## config.mk

```make
export PLATFORM = sky130hd
export DESIGN_NAME = ama_riscv_pipe_monitor_flat
export DESIGN_NICKNAME = d
export VERILOG_FILES = /design/src/rtl/ama_riscv_pipe_monitor_pkg.sv /design/src/rtl/ama_riscv_pipe_monitor_if.sv /design/src/rtl/ama_riscv_sat_cnt.sv /design/src/rtl/ama_riscv_pipe_monitor.sv /design/src/flat_wrapper.sv
export SDC_FILE = /design/constraint.sdc
export NUM_CORES = 2
export LEC_CHECK = 0
export CAP_MARGIN = 20
export CORE_MARGIN = 2
export CORE_UTILIZATION = 24
export DETAILED_ROUTE_END_ITERATION = 8
export GPL_ROUTABILITY_DRIVEN = 1
export MAX_ROUTING_LAYER = met4
export PLACE_DENSITY = 0.48
export SETUP_SLACK_MARGIN = 0.15
export SYNTH_ARGS = -nofsm -noshare
export SYNTH_HDL_FRONTEND = slang
export SYNTH_HIERARCHICAL = 1
export SYNTH_SLANG_ARGS = --single-unit
```

## constraint.sdc

```tcl
create_clock -name clk -period 12.42 [get_ports clk]
set_clock_uncertainty 0.1 [all_clocks]
set_input_delay 2.484 -clock clk [delete_from_list [all_inputs] [get_ports clk]]
set_output_delay 2.484 -clock clk [all_outputs]
set_load 0.01 [all_outputs]
```

## src/rtl/ama_riscv_pipe_monitor_pkg.sv

```systemverilog
// ama_riscv_pipe_monitor_pkg: shared instruction encodings and flush-run FSM states for the pipeline monitor.
package ama_riscv_pipe_monitor_pkg;

    localparam logic [31:0] INST_NOP   = 32'h0000_0013;
    localparam logic [31:0] INST_FLUSH = 32'h0000_0000;

    typedef enum logic {
        IDLE,
        RUN
    } flush_fsm_t;

endpackage

```

## src/rtl/ama_riscv_pipe_monitor_if.sv

```systemverilog
// ama_riscv_pipe_monitor_if: observation bus between the core and the pipeline monitor.
// master drives en/clr/stage_inst/stage_stall/wbk_pc/hist_rd_idx and reads the statistics;
// slave (the monitor) consumes the stage view and drives counters, flush-run lengths and history reads.
interface ama_riscv_pipe_monitor_if #(
    parameter int STAGES     = 4,
    parameter int INST_W     = 32,
    parameter int CNT_W      = 32,
    parameter int HIST_DEPTH = 8
);
    localparam int PW = $clog2(HIST_DEPTH);

    logic                       en;
    logic                       clr;
    logic [STAGES*INST_W-1:0]   stage_inst;
    logic [STAGES-1:0]          stage_stall;
    logic [31:0]                wbk_pc;
    logic [STAGES*CNT_W-1:0]    nop_cnt;
    logic [STAGES*CNT_W-1:0]    flush_cnt;
    logic [STAGES*CNT_W-1:0]    stall_cnt;
    logic [CNT_W-1:0]           retired_cnt;
    logic [CNT_W-1:0]           flush_run_cur;
    logic [CNT_W-1:0]           flush_run_max;
    logic [PW-1:0]              hist_rd_idx;
    logic [INST_W-1:0]          hist_rd_inst;
    logic [31:0]                hist_rd_pc;
    logic [PW:0]                hist_cnt;

    modport master (
        output en, clr, stage_inst, stage_stall, wbk_pc, hist_rd_idx,
        input  nop_cnt, flush_cnt, stall_cnt, retired_cnt, flush_run_cur, flush_run_max,
               hist_rd_inst, hist_rd_pc, hist_cnt
    );

    modport slave (
        input  en, clr, stage_inst, stage_stall, wbk_pc, hist_rd_idx,
        output nop_cnt, flush_cnt, stall_cnt, retired_cnt, flush_run_cur, flush_run_max,
               hist_rd_inst, hist_rd_pc, hist_cnt
    );

endinterface

```

## src/rtl/ama_riscv_sat_cnt.sv

```systemverilog
// ama_riscv_sat_cnt: W-bit event counter that sticks at all-ones.
// Ports: clk, rst (async, active-high), clr (sync clear, wins over inc), inc (count enable), cnt (registered count).
module ama_riscv_sat_cnt #(
    parameter int W = 32
) (
    input  logic         clk,
    input  logic         rst,
    input  logic         clr,
    input  logic         inc,
    output logic [W-1:0] cnt
);

    logic [W-1:0] cnt_q, cnt_d;

    assign cnt_d = clr ? '0 : (inc && !(&cnt_q)) ? cnt_q + W'(1) : cnt_q;
    assign cnt   = cnt_q;

    always_ff @(posedge clk or posedge rst) begin
        if (rst) cnt_q <= '0;
        else     cnt_q <= cnt_d;
    end

endmodule

```

## src/rtl/ama_riscv_pipe_monitor.sv

```systemverilog
// ama_riscv_pipe_monitor: classifies every pipeline stage each cycle, keeps saturating event counters,
// tracks flush-bubble runs at the retiring stage and records recent retirements in a readable ring buffer.
// Ports: clk, rst (async, active-high), mon (slave side of ama_riscv_pipe_monitor_if).
module ama_riscv_pipe_monitor
    import ama_riscv_pipe_monitor_pkg::*;
#(
    parameter int STAGES     = 4,
    parameter int INST_W     = 32,
    parameter int CNT_W      = 32,
    parameter int HIST_DEPTH = 8
) (
    input logic                     clk,
    input logic                     rst,
    ama_riscv_pipe_monitor_if.slave mon
);

    localparam int L  = STAGES - 1;
    localparam int PW = $clog2(HIST_DEPTH);
    localparam int CW = PW + 1;

    logic [STAGES-1:0] is_nop, is_flush, is_stall;
    logic [INST_W-1:0] last_inst;
    logic              retire_ev, hist_we, fsm_step;

    for (genvar i = 0; i < STAGES; i++) begin : g_stage
        logic [INST_W-1:0] inst;
        assign inst        = mon.stage_inst[i*INST_W +: INST_W];
        assign is_stall[i] = mon.stage_stall[i];
        // A stalled stage is only counted as stalled; its content is not classified.
        assign is_nop[i]   = !is_stall[i] && inst == INST_W'(INST_NOP);
        assign is_flush[i] = !is_stall[i] && inst == INST_W'(INST_FLUSH);
        ama_riscv_sat_cnt #(.W(CNT_W)) u_nop (
            .clk(clk), .rst(rst), .clr(mon.clr), .inc(mon.en && is_nop[i]),
            .cnt(mon.nop_cnt[i*CNT_W +: CNT_W])
        );
        ama_riscv_sat_cnt #(.W(CNT_W)) u_flush (
            .clk(clk), .rst(rst), .clr(mon.clr), .inc(mon.en && is_flush[i]),
            .cnt(mon.flush_cnt[i*CNT_W +: CNT_W])
        );
        ama_riscv_sat_cnt #(.W(CNT_W)) u_stall (
            .clk(clk), .rst(rst), .clr(mon.clr), .inc(mon.en && is_stall[i]),
            .cnt(mon.stall_cnt[i*CNT_W +: CNT_W])
        );
    end

    assign last_inst = mon.stage_inst[L*INST_W +: INST_W];
    assign retire_ev = !is_stall[L] && !is_nop[L] && !is_flush[L];
    assign hist_we   = mon.en && !mon.clr && retire_ev;
    assign fsm_step  = mon.en && !is_stall[L];

    ama_riscv_sat_cnt #(.W(CNT_W)) u_retired (
        .clk(clk), .rst(rst), .clr(mon.clr), .inc(mon.en && retire_ev),
        .cnt(mon.retired_cnt)
    );

    flush_fsm_t       state_q;
    logic [CNT_W-1:0] run_cur_q, run_max_q;

    // Stalled cycles at the last stage leave the run state untouched.
    always_ff @(posedge clk or posedge rst) begin
        if (rst) begin
            state_q   <= IDLE;
            run_cur_q <= '0;
            run_max_q <= '0;
        end else if (mon.clr) begin
            state_q   <= IDLE;
            run_cur_q <= '0;
            run_max_q <= '0;
        end else if (fsm_step) begin
            if (is_flush[L]) begin
                state_q   <= RUN;
                run_cur_q <= (state_q == IDLE) ? CNT_W'(1) : run_cur_q + CNT_W'(!(&run_cur_q));
            end else if (state_q == RUN) begin
                state_q   <= IDLE;
                run_max_q <= (run_cur_q > run_max_q) ? run_cur_q : run_max_q;
                run_cur_q <= '0;
            end
        end
    end

    assign mon.flush_run_cur = run_cur_q;
    assign mon.flush_run_max = run_max_q;

    logic [INST_W-1:0] inst_mem [HIST_DEPTH];
    logic [31:0]       pc_mem   [HIST_DEPTH];
    logic [PW-1:0]     wr_ptr_q, wr_ptr_d, rd_addr;
    logic [CW-1:0]     hist_cnt_q, hist_cnt_d;
    logic [INST_W-1:0] rd_inst_q, rd_inst_d;
    logic [31:0]       rd_pc_q, rd_pc_d;
    logic              rd_hit;

    // The read address wraps naturally in PW bits, so idx 0 is always the newest entry.
    always_comb begin
        wr_ptr_d   = mon.clr ? '0 : hist_we ? wr_ptr_q + PW'(1) : wr_ptr_q;
        hist_cnt_d = mon.clr ? '0 : (hist_we && hist_cnt_q != CW'(HIST_DEPTH)) ? hist_cnt_q + CW'(1) : hist_cnt_q;
        rd_addr    = wr_ptr_q - PW'(1) - mon.hist_rd_idx;
        rd_hit     = {1'b0, mon.hist_rd_idx} < hist_cnt_q;
        rd_inst_d  = rd_hit ? inst_mem[rd_addr] : '0;
        rd_pc_d    = rd_hit ? pc_mem[rd_addr] : '0;
    end

    always_ff @(posedge clk) begin
        if (hist_we) begin
            inst_mem[wr_ptr_q] <= last_inst;
            pc_mem[wr_ptr_q]   <= mon.wbk_pc;
        end
    end

    // Reads keep operating while en=0; only clr/rst hide the stored entries.
    always_ff @(posedge clk or posedge rst) begin
        if (rst) begin
            wr_ptr_q   <= '0;
            hist_cnt_q <= '0;
            rd_inst_q  <= '0;
            rd_pc_q    <= '0;
        end else begin
            wr_ptr_q   <= wr_ptr_d;
            hist_cnt_q <= hist_cnt_d;
            rd_inst_q  <= rd_inst_d;
            rd_pc_q    <= rd_pc_d;
        end
    end

    assign mon.hist_rd_inst = rd_inst_q;
    assign mon.hist_rd_pc   = rd_pc_q;
    assign mon.hist_cnt     = hist_cnt_q;

endmodule
```

## src/flat_wrapper.sv

```systemverilog
// flat-port wrapper written by rule: the top's interface ports become plain ports
module ama_riscv_pipe_monitor_flat import ama_riscv_pipe_monitor_pkg::*;
#(
    parameter int STAGES     = 4,
    parameter int INST_W     = 32,
    parameter int CNT_W      = 32,
    parameter int HIST_DEPTH = 8
)
  (clk, rst, mon_en, mon_clr, mon_stage_inst, mon_stage_stall, mon_wbk_pc, mon_hist_rd_idx, mon_nop_cnt, mon_flush_cnt, mon_stall_cnt, mon_retired_cnt, mon_flush_run_cur, mon_flush_run_max, mon_hist_rd_inst, mon_hist_rd_pc, mon_hist_cnt);
  ama_riscv_pipe_monitor_if #(.STAGES(STAGES), .INST_W(INST_W), .CNT_W(CNT_W), .HIST_DEPTH(HIST_DEPTH)) mon_i ();
  input logic clk;
  input logic rst;
  input wire logic [$bits(mon_i.en)-1:0] mon_en;
  input wire logic [$bits(mon_i.clr)-1:0] mon_clr;
  input wire logic [$bits(mon_i.stage_inst)-1:0] mon_stage_inst;
  input wire logic [$bits(mon_i.stage_stall)-1:0] mon_stage_stall;
  input wire logic [$bits(mon_i.wbk_pc)-1:0] mon_wbk_pc;
  input wire logic [$bits(mon_i.hist_rd_idx)-1:0] mon_hist_rd_idx;
  output wire logic [$bits(mon_i.nop_cnt)-1:0] mon_nop_cnt;
  output wire logic [$bits(mon_i.flush_cnt)-1:0] mon_flush_cnt;
  output wire logic [$bits(mon_i.stall_cnt)-1:0] mon_stall_cnt;
  output wire logic [$bits(mon_i.retired_cnt)-1:0] mon_retired_cnt;
  output wire logic [$bits(mon_i.flush_run_cur)-1:0] mon_flush_run_cur;
  output wire logic [$bits(mon_i.flush_run_max)-1:0] mon_flush_run_max;
  output wire logic [$bits(mon_i.hist_rd_inst)-1:0] mon_hist_rd_inst;
  output wire logic [$bits(mon_i.hist_rd_pc)-1:0] mon_hist_rd_pc;
  output wire logic [$bits(mon_i.hist_cnt)-1:0] mon_hist_cnt;
  assign mon_i.en = mon_en;
  assign mon_i.clr = mon_clr;
  assign mon_i.stage_inst = mon_stage_inst;
  assign mon_i.stage_stall = mon_stage_stall;
  assign mon_i.wbk_pc = mon_wbk_pc;
  assign mon_i.hist_rd_idx = mon_hist_rd_idx;
  assign mon_nop_cnt = mon_i.nop_cnt;
  assign mon_flush_cnt = mon_i.flush_cnt;
  assign mon_stall_cnt = mon_i.stall_cnt;
  assign mon_retired_cnt = mon_i.retired_cnt;
  assign mon_flush_run_cur = mon_i.flush_run_cur;
  assign mon_flush_run_max = mon_i.flush_run_max;
  assign mon_hist_rd_inst = mon_i.hist_rd_inst;
  assign mon_hist_rd_pc = mon_i.hist_rd_pc;
  assign mon_hist_cnt = mon_i.hist_cnt;
  ama_riscv_pipe_monitor #(.STAGES(STAGES), .INST_W(INST_W), .CNT_W(CNT_W), .HIST_DEPTH(HIST_DEPTH)) u_core (.clk(clk), .rst(rst), .mon(mon_i));
endmodule
```

After elaboration in Yosys (flattened, before gate mapping)
Memory sizes are Yosys's and may differ from the RTL's.
Cells that the tools add are included.
Word-level totals
  register bits: 552
  latch bits: 0
  bits in writable memories: 512
  ROM bits: 0
  input bits: 171
  output and inout port bits: 548
  logic and storage cells: 195
  memories: 2
Operators by class
  add/subtract/negate cells: 18
  $mul: 0
  divide/modulo/power cells: 0
  magnitude comparators: 2
  equality and inequality tests: 6
  shifts and indexed selects: 0
  mux-type cells: 47
  bitwise gates (word level): 0
  reduce and logical (&&, ||, !) cells: 100
Memories
  u_core.inst_mem: words 8, width 32, read ports 1, clocked after Yosys merged registers in 0, write ports 1, line ama_riscv_pipe_monitor.sv:84  | logic [INST_W-1:0] inst_mem [HIST_DEPTH];
  u_core.pc_mem: words 8, width 32, read ports 1, clocked after Yosys merged registers in 0, write ports 1, line ama_riscv_pipe_monitor.sv:85  | logic [31:0] pc_mem [HIST_DEPTH];
Operators with widths (number)
  32-bit two-way mux: 38
  32-bit AND reduction: 14
  32-bit by 1-bit adder with 32-bit output (second input constant): 13
  32-bit by 5-bit == test with 1-bit output (second input constant): 4
  32-bit logical NOT: 4
  1-bit logical AND: 40
  2-bit nonzero test: 18
  32-bit by 1-bit adder with 32-bit output: 1
  32-bit greater-than comparator: 1
  1-bit logical NOT: 21
  4-bit two-way mux: 2
  3-bit two-way mux: 2
  1-bit two-way mux: 5
  4-bit by 1-bit adder with 4-bit output (second input constant): 1
  3-bit by 4-bit < comparator with 1-bit output: 1
  4-bit != test (second input constant): 1
  4-bit AND reduction: 1
  3-bit by 1-bit adder with 3-bit output (second input constant): 1
  3-bit nonzero test: 1
  3-bit by 1-bit subtractor with 3-bit output (second input constant): 1
  3-bit subtractor: 1
  2-bit != test (second input constant): 1
  2-bit AND reduction: 1

Depth between registers and ports, before layout
  depth in word-level cells: 9
  depth in mapped cells: 12

Cells and area by module
Netlist, hierarchy kept.
By module, submodules not included
  ama_riscv_pipe_monitor: instances 1, cells an instance 1523, area each 26132.6 um2, seq. area each 18778.0 um2
  ama_riscv_sat_cnt: instances 13, cells an instance 195, area each 1863.0 um2, seq. area each 800.8 um2

Least setup slack after synthesis
No wires, ideal clock.
  path kind: in2reg
  from: in mon_en
  to: mem u_core.inst_mem[3][0] (enable)
  library setup time: 667 ps
  data arrival time: 9796 ps
  data required time: 11653 ps
  path slack: 1857 ps
  stages on the path: 5
  buffers on the path: 1
  cell sequence: nor2b_1 o31a_1 buf_2 nand2_1 nor4b_1
On the way
  cells in the longest elaborated chain, start to end: 4
RTL lines
  from (decl): line flat_wrapper.sv:13  | input wire logic [$bits(mon_i.en)-1:0] mon_en;
  1-bit logical AND (2 in a row): line ama_riscv_pipe_monitor.sv:48  | assign hist_we = mon.en && !mon.clr && retire_ev;
  1-bit two-way mux: line ama_riscv_pipe_monitor.sv:103  | if (hist_we) begin
  1-bit two-way mux (not written as such): line ama_riscv_pipe_monitor.sv:104  | inst_mem[wr_ptr_q] <= last_inst;
  to (decl): line ama_riscv_pipe_monitor.sv:84
No other way between the ends.

Worst setup path after layout
  from: in mon_stage_inst[115]
  to: reg u_core.g_stage[3].u_flush.cnt_q[12]
On the way
  cells in the longest elaborated chain, start to end: 5
RTL lines
  from (decl): line flat_wrapper.sv:15  | input wire logic [$bits(mon_i.stage_inst)-1:0] mon_stage_inst;
  32-bit logical NOT: line ama_riscv_pipe_monitor.sv:31  | assign is_flush[i] = !is_stall[i] && inst == INST_W'(INST_FLUSH);
  1-bit logical AND: line ama_riscv_pipe_monitor.sv:31
  1-bit logical AND: line ama_riscv_pipe_monitor.sv:37  | .clk(clk), .rst(rst), .clr(mon.clr), .inc(mon.en && is_flush[i]),
  1-bit logical AND: line ama_riscv_sat_cnt.sv:15  | assign cnt_d = clr ? '0 : (inc && !(&cnt_q)) ? cnt_q + W'(1) : cnt_q;
  2-bit nonzero test (no source line)
  to (signal assigned): line ama_riscv_sat_cnt.sv:20  | else cnt_q <= cnt_d;
  to (decl): line ama_riscv_sat_cnt.sv:13  | logic [W-1:0] cnt_q, cnt_d;
No other way between the ends.
A chain may end at the register's enable or synchronous reset.

==> impl_metrics.tcl <==
set metrics [dict create \
    status "finished clean" \
    final_cells 7720 \
    grt_pass1_vias 36700 \
    remaining_drc_errors 0 \
    cap_viol_max_count 0 \
    portBuffers 718 \
    post-route-min-period_ns 6.13 \
    worst-r2r-setup-slack_ns 7.96 \
    dominant_cell_type_by_area_after_synthesis "edfxtp_1" \
    reg2reg_from "u_core/wr_ptr_q[0]" \
    final_instance_area_sq_um 65100 \
    dr_total_vias 37600 \
    netlist.area_leader.share_pct 30.5 \
    seq_area_frac_synth_pct 58.0 \
    grt_pass1_wl_mm 258 \
    synth-seq-cells 1064 \
    track_usage_pct 16.7 \
    floorplan.rows 168 \
    drt-met1-wl_mm 73.4 \
    cts.reportedPaths.clkPinSlew_ns 0.06 \
    min-delay-start "u_core/mon.flush_run_max[16]" \
    mappedNetlistArea_sq_um 50400 \
    final.period_utilization_pct 49.4 \
    maximum_clock_frequency_ghz 0.163 \
    syn_area_per_cell_sq_um 12.4 \
    highest-signal-layer "met4" \
    sum_of_negative_setup_slack_ns 0 \
    areaGrowthSynthToFinish_pct 29.3 \
    rsz0062_at_grt "no" \
    power.density_nw_per_um2 126 \
    place.detailed.hpwl_mm 124 \
    worstPathArrival_ns 6.65 \
    postPlaceCellArea_sq_um 60500 \
    synth_enable_flop_cells 512 \
    fp.dieH_um 462 \
    timing_worst_slew_pin_value_ns 1.03 \
    post-synth-top-count-cell "dfrtp_1" \
    gp_congestion 0.857 \
    final_hold_fails 0 \
    synth_flop_cell "dfrtp_1" \
    ir_worst_vdd_v 0.000121 \
    initial_core_util_pct 24.1 \
    finalSetupViolCount 0 \
    final_layout_size_suffix_gt1_share_pct 12.1 \
    route.antenna.remaining_nets 0 \
    layout.core_utilization_pct 31.1 \
    cp-end-kind "flop" \
    holdBufCountCts 0 \
    global_route.overflow_total 0 \
    drt_iter0_drc 2634 \
    cts_resized 0 \
    dr.pass1.iters 5 \
    syn_inst 4058 \
    tritoncts "done" \
    worstPathMaxFanout 9 \
    critical_path_source_type "primary input" \
    critical_path_source "mon_stage_inst[115]" \
    clkLatencyLatePin_ns 0.77 \
    cts-buffers-inserted 132 \
    wl_met2_mm 85.4 \
    crit_required_ns 12.93 \
    finalMaxSlewViolations 0 \
    route.detailed.vias_per_inst 4.88 \
    detail_route.wl_per_cell_um 23.1 \
    route.met3.wl_mm 13.5 \
    die_footprint_sq_um 213000 \
    post_cts.repair.setup_buffers 0 \
    number_of_antenna_violations_at_the_first_check_in_global_routing 41 \
    maximum_number_of_pins_on_one_net_before_global_route_repair 164 \
    synth_cell_type_count 72 \
    sinks_on_clock_net 1064 \
    cts.htree.levels 4 \
    longest_clk_path_bufs 3 \
    synthTopCellsByArea "edfxtp_1 31%, dfrtp_1 27%, mux4_2 5.7%" \
    min_path_type "reg2reg" \
    placeableCoreArea_sq_um 209000 \
    path_class "in2reg" \
    yosys_warnings 6 \
    boundary_pins 719 \
    asyncSetResetFlopFracSynth_pct 51.9 \
    fp.dieW_um 462 \
    final_net_count 5004 \
    clock_tree.root_cell "clkbuf_16" \
    power_leakage_uw 0.0223 \
    syn_nets 4283 \
    relSlewSlack_pct 31.1 \
    finalWirelength_mm 178 \
    overall_power_uw 8180 \
    synth.top_cells.by_count "552 x dfrtp_1, 512 x edfxtp_1, 361 x a21oi_1" \
    placed_cells 7441 \
]
-- flip-flops by register name, indices dropped and copies added (netlist names) --
signal / flops
u_core/wr_ptr_q: 3
u_core/u_retired/cnt: 32
u_core/mon.hist_cnt: 4
u_core/g_stage.u_stall/cnt: 128
u_core/mon.hist_rd_pc: 32
u_core/inst_mem: 256
u_core/state_q: 1
u_core/mon.flush_run_cur: 32
u_core/mon.flush_run_max: 32
u_core/pc_mem: 256
u_core/mon.hist_rd_inst: 32
u_core/g_stage.u_flush/cnt: 128
u_core/g_stage.u_nop/cnt: 128
-- worst max-delay path, cell delays in order --
cell and delay [ns]:
clkdlybuf4s50_1 0.64, nor4_1 0.57, nand4_2 0.45, nor3_2 0.85
and2_1 0.45, nand4_2 0.33, a311oi_1 0.57, a31o_2 0.23
a21oi_1 0.05
-- cell type report --
type	count	area (sq um)
fill	21100	144000
sequential	1064	29200
inverter	94	358
antenna	32	80.1
clock inverter	55	654
timing repair buffer	787	7770
multi-input combinational	2700	19800
tap	2805	3510
clock buffer	183	3730
-- where the power goes --
part | internal (uW) | leakage (uW) | switching [uW] | total [uW]
logic | 229 | 0.00793 | 306 | 535
registers | 3740 | 0.0123 | 19.2 | 3750
clock network | 2290 | 0.00212 | 1610 | 3890
total | 6250 | 0.0223 | 1930 | 8180
-- metrics by stage --
step | hold WS [ns] | setup slack (ns)
after global routing | 0.485 | 6.01
after detailed placement | 0.460 | 5.37
after CTS | 0.468 | 6.20
after floorplan | 0.479 | 1.86
final | 0.463 | 6.29
after global placement | 0.450 | 5.33
-- cell usage in the layout, fill, tap and decap left out, drive strengths merged, types with 53 or more instances in the layout --
cell type        n
a21oi          362
and3            58
buf             70
clkbuf         183
clkdlybuf4s50  717
dfrtp          552
edfxtp         512
ha              53
inv            102
mux4           128
nand2          244
nand2b          82
nand3          199
nand4          162
nor2           252
nor4            72
o21ai          177
o31ai          107
or3            149
or4            105
xnor2           84
-- worst paths after layout --
path / endpoint / cells past startpoint
hold / removal: u_core/mon.flush_run_max[16] / 2
setup reg to reg: u_core/mon.hist_rd_inst[12] / 8
hold reg to reg: u_core/mon.flush_run_max[16] / 2
min in group asynchronous: u_core/mon.flush_run_max[5] / 3
max in group asynchronous: u_core/mon.hist_rd_pc[27] / 5
setup / recovery: u_core/g_stage[3].u_flush/cnt[12] / 9
-- cells by family (layout without fill, tap and decap cells) --
group	after synthesis	in the layout	share of synthesized area [%]
AOI/OAI and AO/OA	834	834	11.4
DFF	1064	1064	58.0
adders and majority gates	54	54	1.36
other	0	32	0
xor gates and xnor gates	118	118	2.05
muxes	187	187	6.93
and+or+nand+nor	1507	1507	17.3
buffers and inverters	294	1119	3.00
-- routing by layer --
| layer | vias to the layer above | track usage [%] |
|---|---|---|
| li1 | 17200 | - |
| met1 | 19100 | 19.9 |
| met2 | 1080 | 26.7 |
| met3 | 250 | 4.98 |
| met4 | 0 | 6.08 |
| met5 | - | - |
Power figures use the tool's default switching activity.
